## src/rtl/sm4_key_latch.sv

```systemverilog
// SM4 session key latch: samples a random candidate from the generator,
// rejects weak or repeated values with bounded retries, holds the accepted
// key and offers it downstream as four 32-bit words, most significant first.
module sm4_key_latch #(
    parameter int MAX_RETRY = 3,
    parameter bit REJ_ONES  = 1'b1
) (
    input  logic         clk,
    input  logic         rst,
    input  logic [127:0] rdm_num,
    input  logic         key_req,
    input  logic         err_clr,
    input  logic         word_rdy,
    output logic         busy,
    output logic [127:0] key,
    output logic         key_vld,
    output logic [31:0]  word_out,
    output logic         word_vld,
    output logic         word_last,
    output logic         err
);

    typedef enum logic [2:0] {
        IDLE   = 3'd0,
        SAMPLE = 3'd1,
        CHECK  = 3'd2,
        SEND   = 3'd3,
        ERR    = 3'd4
    } state_t;

    localparam logic [3:0] MaxRetryW = 4'(MAX_RETRY);

    state_t       state_q, state_d;
    logic [127:0] cand_q, cand_d;
    logic [127:0] key_q, key_d;
    logic [127:0] prev_key_q, prev_key_d;
    logic [3:0]   retry_cnt_q, retry_cnt_d;
    logic [1:0]   word_idx_q, word_idx_d;
    logic         key_vld_q, key_vld_d;
    logic         word_vld_q, word_vld_d;
    logic         word_last_q, word_last_d;
    logic [31:0]  word_out_q, word_out_d;
    logic         busy_q, busy_d;
    logic         err_q, err_d;

    logic         candReject;
    logic [1:0]   nextIdx;

    // Picks one 32-bit word of the key; index 0 is the most significant word.
    function automatic logic [31:0] wordSel(input logic [127:0] k, input logic [1:0] idx);
        logic [31:0] w;
        case (idx)
            2'd0:    w = k[127:96];
            2'd1:    w = k[95:64];
            2'd2:    w = k[63:32];
            default: w = k[31:0];
        endcase
        return w;
    endfunction

    // Next-state and next-output logic; every output is registered so that
    // reset clears the visible interface asynchronously.
    always_comb begin
        state_d     = state_q;
        cand_d      = cand_q;
        key_d       = key_q;
        prev_key_d  = prev_key_q;
        retry_cnt_d = retry_cnt_q;
        word_idx_d  = word_idx_q;
        key_vld_d   = key_vld_q;
        word_vld_d  = word_vld_q;
        word_last_d = word_last_q;
        word_out_d  = word_out_q;
        busy_d      = busy_q;
        err_d       = err_q;

        candReject = (cand_q == '0) || (cand_q == prev_key_q) ||
                     (REJ_ONES && (cand_q == '1));
        nextIdx    = word_idx_q + 2'd1;

        case (state_q)
            IDLE: begin
                if (key_req) begin
                    state_d     = SAMPLE;
                    retry_cnt_d = 4'd0;
                    key_vld_d   = 1'b0;
                    busy_d      = 1'b1;
                end
            end
            SAMPLE: begin
                cand_d  = rdm_num;
                state_d = CHECK;
            end
            CHECK: begin
                if (candReject) begin
                    if ((retry_cnt_q + 4'd1) == MaxRetryW) begin
                        state_d   = ERR;
                        err_d     = 1'b1;
                        busy_d    = 1'b0;
                        key_vld_d = 1'b0;
                    end else begin
                        retry_cnt_d = retry_cnt_q + 4'd1;
                        state_d     = SAMPLE;
                    end
                end else begin
                    key_d       = cand_q;
                    prev_key_d  = cand_q;
                    key_vld_d   = 1'b1;
                    word_idx_d  = 2'd0;
                    word_vld_d  = 1'b1;
                    word_last_d = 1'b0;
                    word_out_d  = cand_q[127:96];
                    state_d     = SEND;
                end
            end
            SEND: begin
                if (word_vld_q && word_rdy) begin
                    if (word_idx_q == 2'd3) begin
                        state_d     = IDLE;
                        word_vld_d  = 1'b0;
                        word_last_d = 1'b0;
                        word_out_d  = '0;
                        busy_d      = 1'b0;
                    end else begin
                        word_idx_d  = nextIdx;
                        word_out_d  = wordSel(key_q, nextIdx);
                        word_last_d = (nextIdx == 2'd3);
                    end
                end
            end
            ERR: begin
                if (err_clr) begin
                    state_d = IDLE;
                    err_d   = 1'b0;
                end
            end
            default: begin
                state_d = IDLE;
            end
        endcase
    end

    // State and output registers, forced to their idle values by reset.
    always_ff @(posedge clk or posedge rst) begin
        if (rst) begin
            state_q     <= IDLE;
            cand_q      <= '0;
            key_q       <= '0;
            prev_key_q  <= '0;
            retry_cnt_q <= 4'd0;
            word_idx_q  <= 2'd0;
            key_vld_q   <= 1'b0;
            word_vld_q  <= 1'b0;
            word_last_q <= 1'b0;
            word_out_q  <= '0;
            busy_q      <= 1'b0;
            err_q       <= 1'b0;
        end else begin
            state_q     <= state_d;
            cand_q      <= cand_d;
            key_q       <= key_d;
            prev_key_q  <= prev_key_d;
            retry_cnt_q <= retry_cnt_d;
            word_idx_q  <= word_idx_d;
            key_vld_q   <= key_vld_d;
            word_vld_q  <= word_vld_d;
            word_last_q <= word_last_d;
            word_out_q  <= word_out_d;
            busy_q      <= busy_d;
            err_q       <= err_d;
        end
    end

    assign busy      = busy_q;
    assign key       = key_q;
    assign key_vld   = key_vld_q;
    assign word_out  = word_out_q;
    assign word_vld  = word_vld_q;
    assign word_last = word_last_q;
    assign err       = err_q;

endmodule

```

## config.mk

```make
export PLATFORM = sky130hd
export DESIGN_NAME = sm4_key_latch
export DESIGN_NICKNAME = d
export VERILOG_FILES = /design/src/rtl/sm4_key_latch.sv
export SDC_FILE = /design/constraint.sdc
export NUM_CORES = 1
export LEC_CHECK = 0
export BUFFER_PORTS_ARGS = -buffer_cell sky130_fd_sc_hd__buf_2
export CORE_MARGIN = 1
export CORE_UTILIZATION = 24
export CTS_CLUSTER_DIAMETER = 30
export DETAILED_ROUTE_END_ITERATION = 16
export SYNTH_ARGS = -nofsm -noshare
export SYNTH_HDL_FRONTEND = slang
export SYNTH_SLANG_ARGS = --single-unit
```

## constraint.sdc

```tcl
create_clock -name clk -period 14.2 [get_ports clk]
set_input_delay 2.13 -clock clk [delete_from_list [all_inputs] [get_ports clk]]
set_output_delay 2.13 -clock clk [all_outputs]
set_load 0.03 [all_outputs]
```

# Yosys cells after proc, flatten, opt, wreduce, memory -nomap -nowiden

Index checks and enable logic that the tools add are counted.

Muxes and demuxes: 39
Equal/unequal tests: 21
Reductions and logical operators: 19
Add/sub/neg operators: 2
Bitwise operators: 1

Operator list:

| operator               | count |
|---|---|
| $eq 128x128->1         | 1 |
| $eq 128x128->1 const B | 1 |
| $logic_not 128->1      | 1 |
| $mux 32                | 3 |
| $pmux 32 s3            | 1 |
| $pmux 32 s2            | 1 |
| $reduce_and 4->1       | 5 |
| $mux 3                 | 6 |
| $ne 2x2->1 const B     | 9 |
| $pmux 3 s5             | 1 |
| $mux 1                 | 14 |
| $mux 4                 | 3 |
| $pmux 1 s2             | 4 |
| $pmux 4 s2             | 1 |
| $eq 2x2->1 const B     | 3 |
| $eq 3x2->1 const B     | 2 |
| $mux 2                 | 3 |
| $reduce_and 3->1       | 2 |
| $reduce_and 6->1       | 1 |
| $reduce_bool 2->1      | 3 |
| $add 4x1->4 const B    | 1 |
| $eq 4x2->1 const B     | 1 |
| $pmux 2 s2             | 1 |
| $eq 3x1->1 const B     | 1 |
| 12 further kinds       | 13 |

Register bits after elaboration: 302
Input port bits: 133
Word-level logic and storage cells: 93
Output and inout port bits: 165

# Longest topological paths before layout

Depth in word-level cells: 6
Gate-level depth with buffers: 9
Depth with buffers taken out: 8

# Worst setup path before layout

OpenSTA, ideal clock, no wires.

Path type: input port to flip-flop
From: input word_rdy
To: register word_out_q[0], in the netlist word_out[0]
Path buffers: 1
Library setup time: 125 ps
Path slack: 11,127 ps
Stages on the path: 5
Data required time: 14,075 ps
Arrival: 2,948 ps
Path through: nand2_1 > nor2_1 > a21oi_4 > buf_6 > mux2_2

Longest elaborated chain between the ends: 3

Ends and longest elaborated chain:

| element                           | line | source |
|---|---|---|
| start: declaration                | 13   | `input logic word_rdy,` |
| $logic_and 1x1->1                 | 117  | `if (word_vld_q && word_rdy) begin` |
| $ne 2x2->1 (no source line)       | -    |  |
| $reduce_and 3->1 (no source line) | -    |  |
| end signal: assignment            | 168  | `word_out_q <= word_out_d;` |
| end: declaration                  | 42   | `logic [31:0] word_out_q, word_out_d;` |

Every way passes these cells.
A chain may end at the register's enable or synchronous reset.

# Final worst setup path

From: register cand_q[114]
To: register prev_key_q[105]

Longest elaborated chain between the ends: 5
Elaborated cells on any way between the ends: 7
Classes of those cells: eq/ne: 2; bitwise: 1; reduce/logical: 4

Ends and longest elaborated chain:

| element                                             | line | source |
|---|---|---|
| start: declaration                                  | 34   | `logic [127:0] cand_q, cand_d;` |
| start signal: assignment                            | 160  | `cand_q <= cand_d;` |
| $eq 128x128->1 or $logic_not 128->1 (tied branches) | 77   | `candReject = (cand_q == '0) \|\| (cand_q == prev_key_q) \|\|` |
| $logic_or 1x1->1                                    | 77   |  |
| $logic_or 1x1->1 *                                  | 77   |  |
| $not 1->1 (no source line) *                        | -    |  |
| $reduce_and 2->1 (no source line) *                 | -    |  |
| end signal: assignment                              | 162  | `prev_key_q <= prev_key_d;` |
| end: declaration                                    | 36   | `logic [127:0] prev_key_q, prev_key_d;` |

Every way passes the cells marked *; elsewhere a longest branch is shown, timed or not.

==> flow_summary.ini <==
[sta]
hold_viol_final = 0
timing.final.crit_period_ps = 4700
setup_violations = 0
max_freq_ghz = 0.2128
rsz0062_at_grt = false
fin_crit_sh = 0.3310
fin_skew_ps = 31.98
slew-limit-headroom = 0.1269
finalSetupTns_ps = 0
drv_slew = 0
worstMarginPinSlew_ps = 1307
postLayoutSetupSlackWorst_ps = 9500
holdWs_ps = 490.2

[die]
die_w_um = 248.0
io_pins = 298
die_h_um = 248.0
die-area_mm2 = 0.06151
coreArea_mm2 = 0.05935
start_util = 0.2447
num_rows = 89

[synthesis]
synth_seq_cells = 302
synth_top_area_share = 0.5203
synth_top_area_cell = dfrtp_1
synth-edff-count = 0
avgSynthCellArea_um2 = 13.06
synth_fp_nets = 1253
yosysSeqAreaShare = 0.5203
ys.flop_type = dfrtp_1
synth_area_mm2 = 0.01453
synthArstFlopShare = 1.000
yosys-top-cells-area = dfrtp_1 52%, mux2_2 16%, xor2_1 7.7%
postSynthCellCount = 1112
ys_types = 48
yosysWarnings = 0

[worst_setup_path]
slowest_stage = buf_4
start_kind = register
crit_top_cell = nor4_1
worstPathRequired_ps = 14670
crit_end = prev_key_q[105]
crit_fanout = 76
crit_path_cell_trace = xor2_1 > nor4_1 > nand4_1 > nor4_1 > nand2_1 > nand2_4 > buf_4 > mux2_2
r2r_cells = 8
criticalPathCategory = reg -> reg
reg2reg_to = prev_key_q[105]
endpoint_kind = register
critPathLaunch = cand_q[114]
r2r_start = cand_q[114]
arrival_ps = 5170
critPathTopFamily = simple AND/OR/NAND/NOR gates
critPathBufInv = 1
r2r_setup_slack_ps = 9500
max_stage_delay_ps = 940
worst-path-stages = 8

[clock_network]
clock-sinks = 302
cts_buffer_depth = 3
numCtsBuffers = 72
cts-resized-gates = 0
cts_tree = done
cts_root_buffer = clkbuf_16
htree_levels = 3
clk_latency_ps = 610
path_clk_slew_ps = 40
ctsHoldBuffers = 0
cts_setup_buffers = 0

[finish]
stdcell_area_mm2 = 0.01933
fin_cells = 2266
finalNetCount = 1574
area.growth.synth_to_final_pct = 33.10
post-route-util = 0.3257
drive_gt1_frac = 0.4389
final_common_cell = dfrtp_1
final_cell_mix = 302 x dfrtp_1, 297 x buf_2, 211 x mux2_2, 128 x xor2_1, 79 x mux2_1
nFillCells = 5974

[placement]
placed_area_mm2 = 0.01672
gp_congestion = 0.9259
portBuffers = 297
place_hpwl_mm = 48.01
placed_cells = 2132
place_ws_ps = 9638

[detailed_routing]
drt_iter0_drc = 1616
wirelength_mm = 63.08
dr_total_vias = 11830
wl_per_cell_um = 27.84
ant_nets = 0
viasPerCell = 5.221
dr.pass1.iters = 10
drc = 0

[grt]
grtUsageTotal = 0.2040
grt_overflow = 0
grt_max_degree = 186
antenna_found_initial = 3
grt_pass1_vias = 11910
grt_pass1_wl_mm = 88.65

[pwr]
p_leak_nw = 8.359
peakVddDrop_mv = 0.1495
powerDensity_mw_per_mm2 = 333.1
finalPower_mw = 6.441

[hold_path]
hp-start = word_out[11]
min_path_type = reg -> reg

[run_status]
status = finished, final reports clean

[flow_run]
timing.max_cap.violations = 0
==> synth_stat cells (9+ instances only) <==
master and n:
o21ai_0 36, inv_1 9, a22o_1 32, mux2_1 79, nand2_1 41, clkbuf_1 38, mux2_2 211, xor2_1 128
nor4_1 74, dfrtp_1 302, a222oi_1 32, nand4_1 52
==> power breakdown <==
group          leakage (nW)  switching (mW)  internal, mW  total, mW
sequential             3.58           0.785          1.31       2.09
combinational          3.51            1.57          1.02       2.59
clock                  1.26           0.560          1.20       1.76
==> per-layer routing <==
metal	vias to the layer above	wire length, um	part of all wire	GRT usage
met5	-	10	0.00016	0
met4	2	1713	0.027	0.06189
met3	113	7797	0.12	0.07865
met2	754	30030	0.48	0.3311
met1	6074	23530	0.37	0.2484
li1	4887	-	-	-
==> sequential cells by signal, indices dropped and copies added, names as in the netlist <==
register     cells
cand_q         128
prev_key_q     128
word_out        32
retry_cnt_q      4
state_q          3
word_idx_q       2
busy             1
err              1
key_vld          1
word_last        1
word_vld         1
==> kinds of logic (layout without fill, tap and decap cells) <==
| group | Yosys count | after routing | share of synthesized area |
|---|---|---|---|
| AOI/OAI and AO/OA | 125 | 125 | 0.06814 |
| xor gates and xnor gates | 128 | 128 | 0.07718 |
| adders and majority gates | 8 | 8 | 0.006891 |
| buffers and inverters | 66 | 444 | 0.02662 |
| DFF | 302 | 302 | 0.5203 |
| muxes | 290 | 290 | 0.2248 |
| other | 0 | 3 | 0 |
| and+or+nand+nor | 193 | 193 | 0.07606 |
==> how the worst min path moves through the flow <==
stage | cells after the start | slack, ps | to
after detailed placement | 1 | 480 | word_out[11]
after global routing | 1 | 510 | word_out[13]
after floorplan | 1 | 520 | err
after CTS | 1 | 490 | word_out[11]
final | 1 | 490 | word_out[11]
after global placement | 1 | 480 | word_out[31]
==> layout make-up <==
cell class                      instances  area (um^2)  share of cell area
Clock inverter                         47        681.9             0.03527
Timing Repair Buffer                  304         1551             0.08025
Clock buffer                           84         1928             0.09973
Multi-Input combinational cell        744         6599              0.3413
Antenna cell                            3        7.507           0.0003883
Sequential cell                       302         7557              0.3909
Inverter                                9        41.29            0.002136
Tap cell                              773        967.2             0.05003
(Power assumes the default switching activity.)
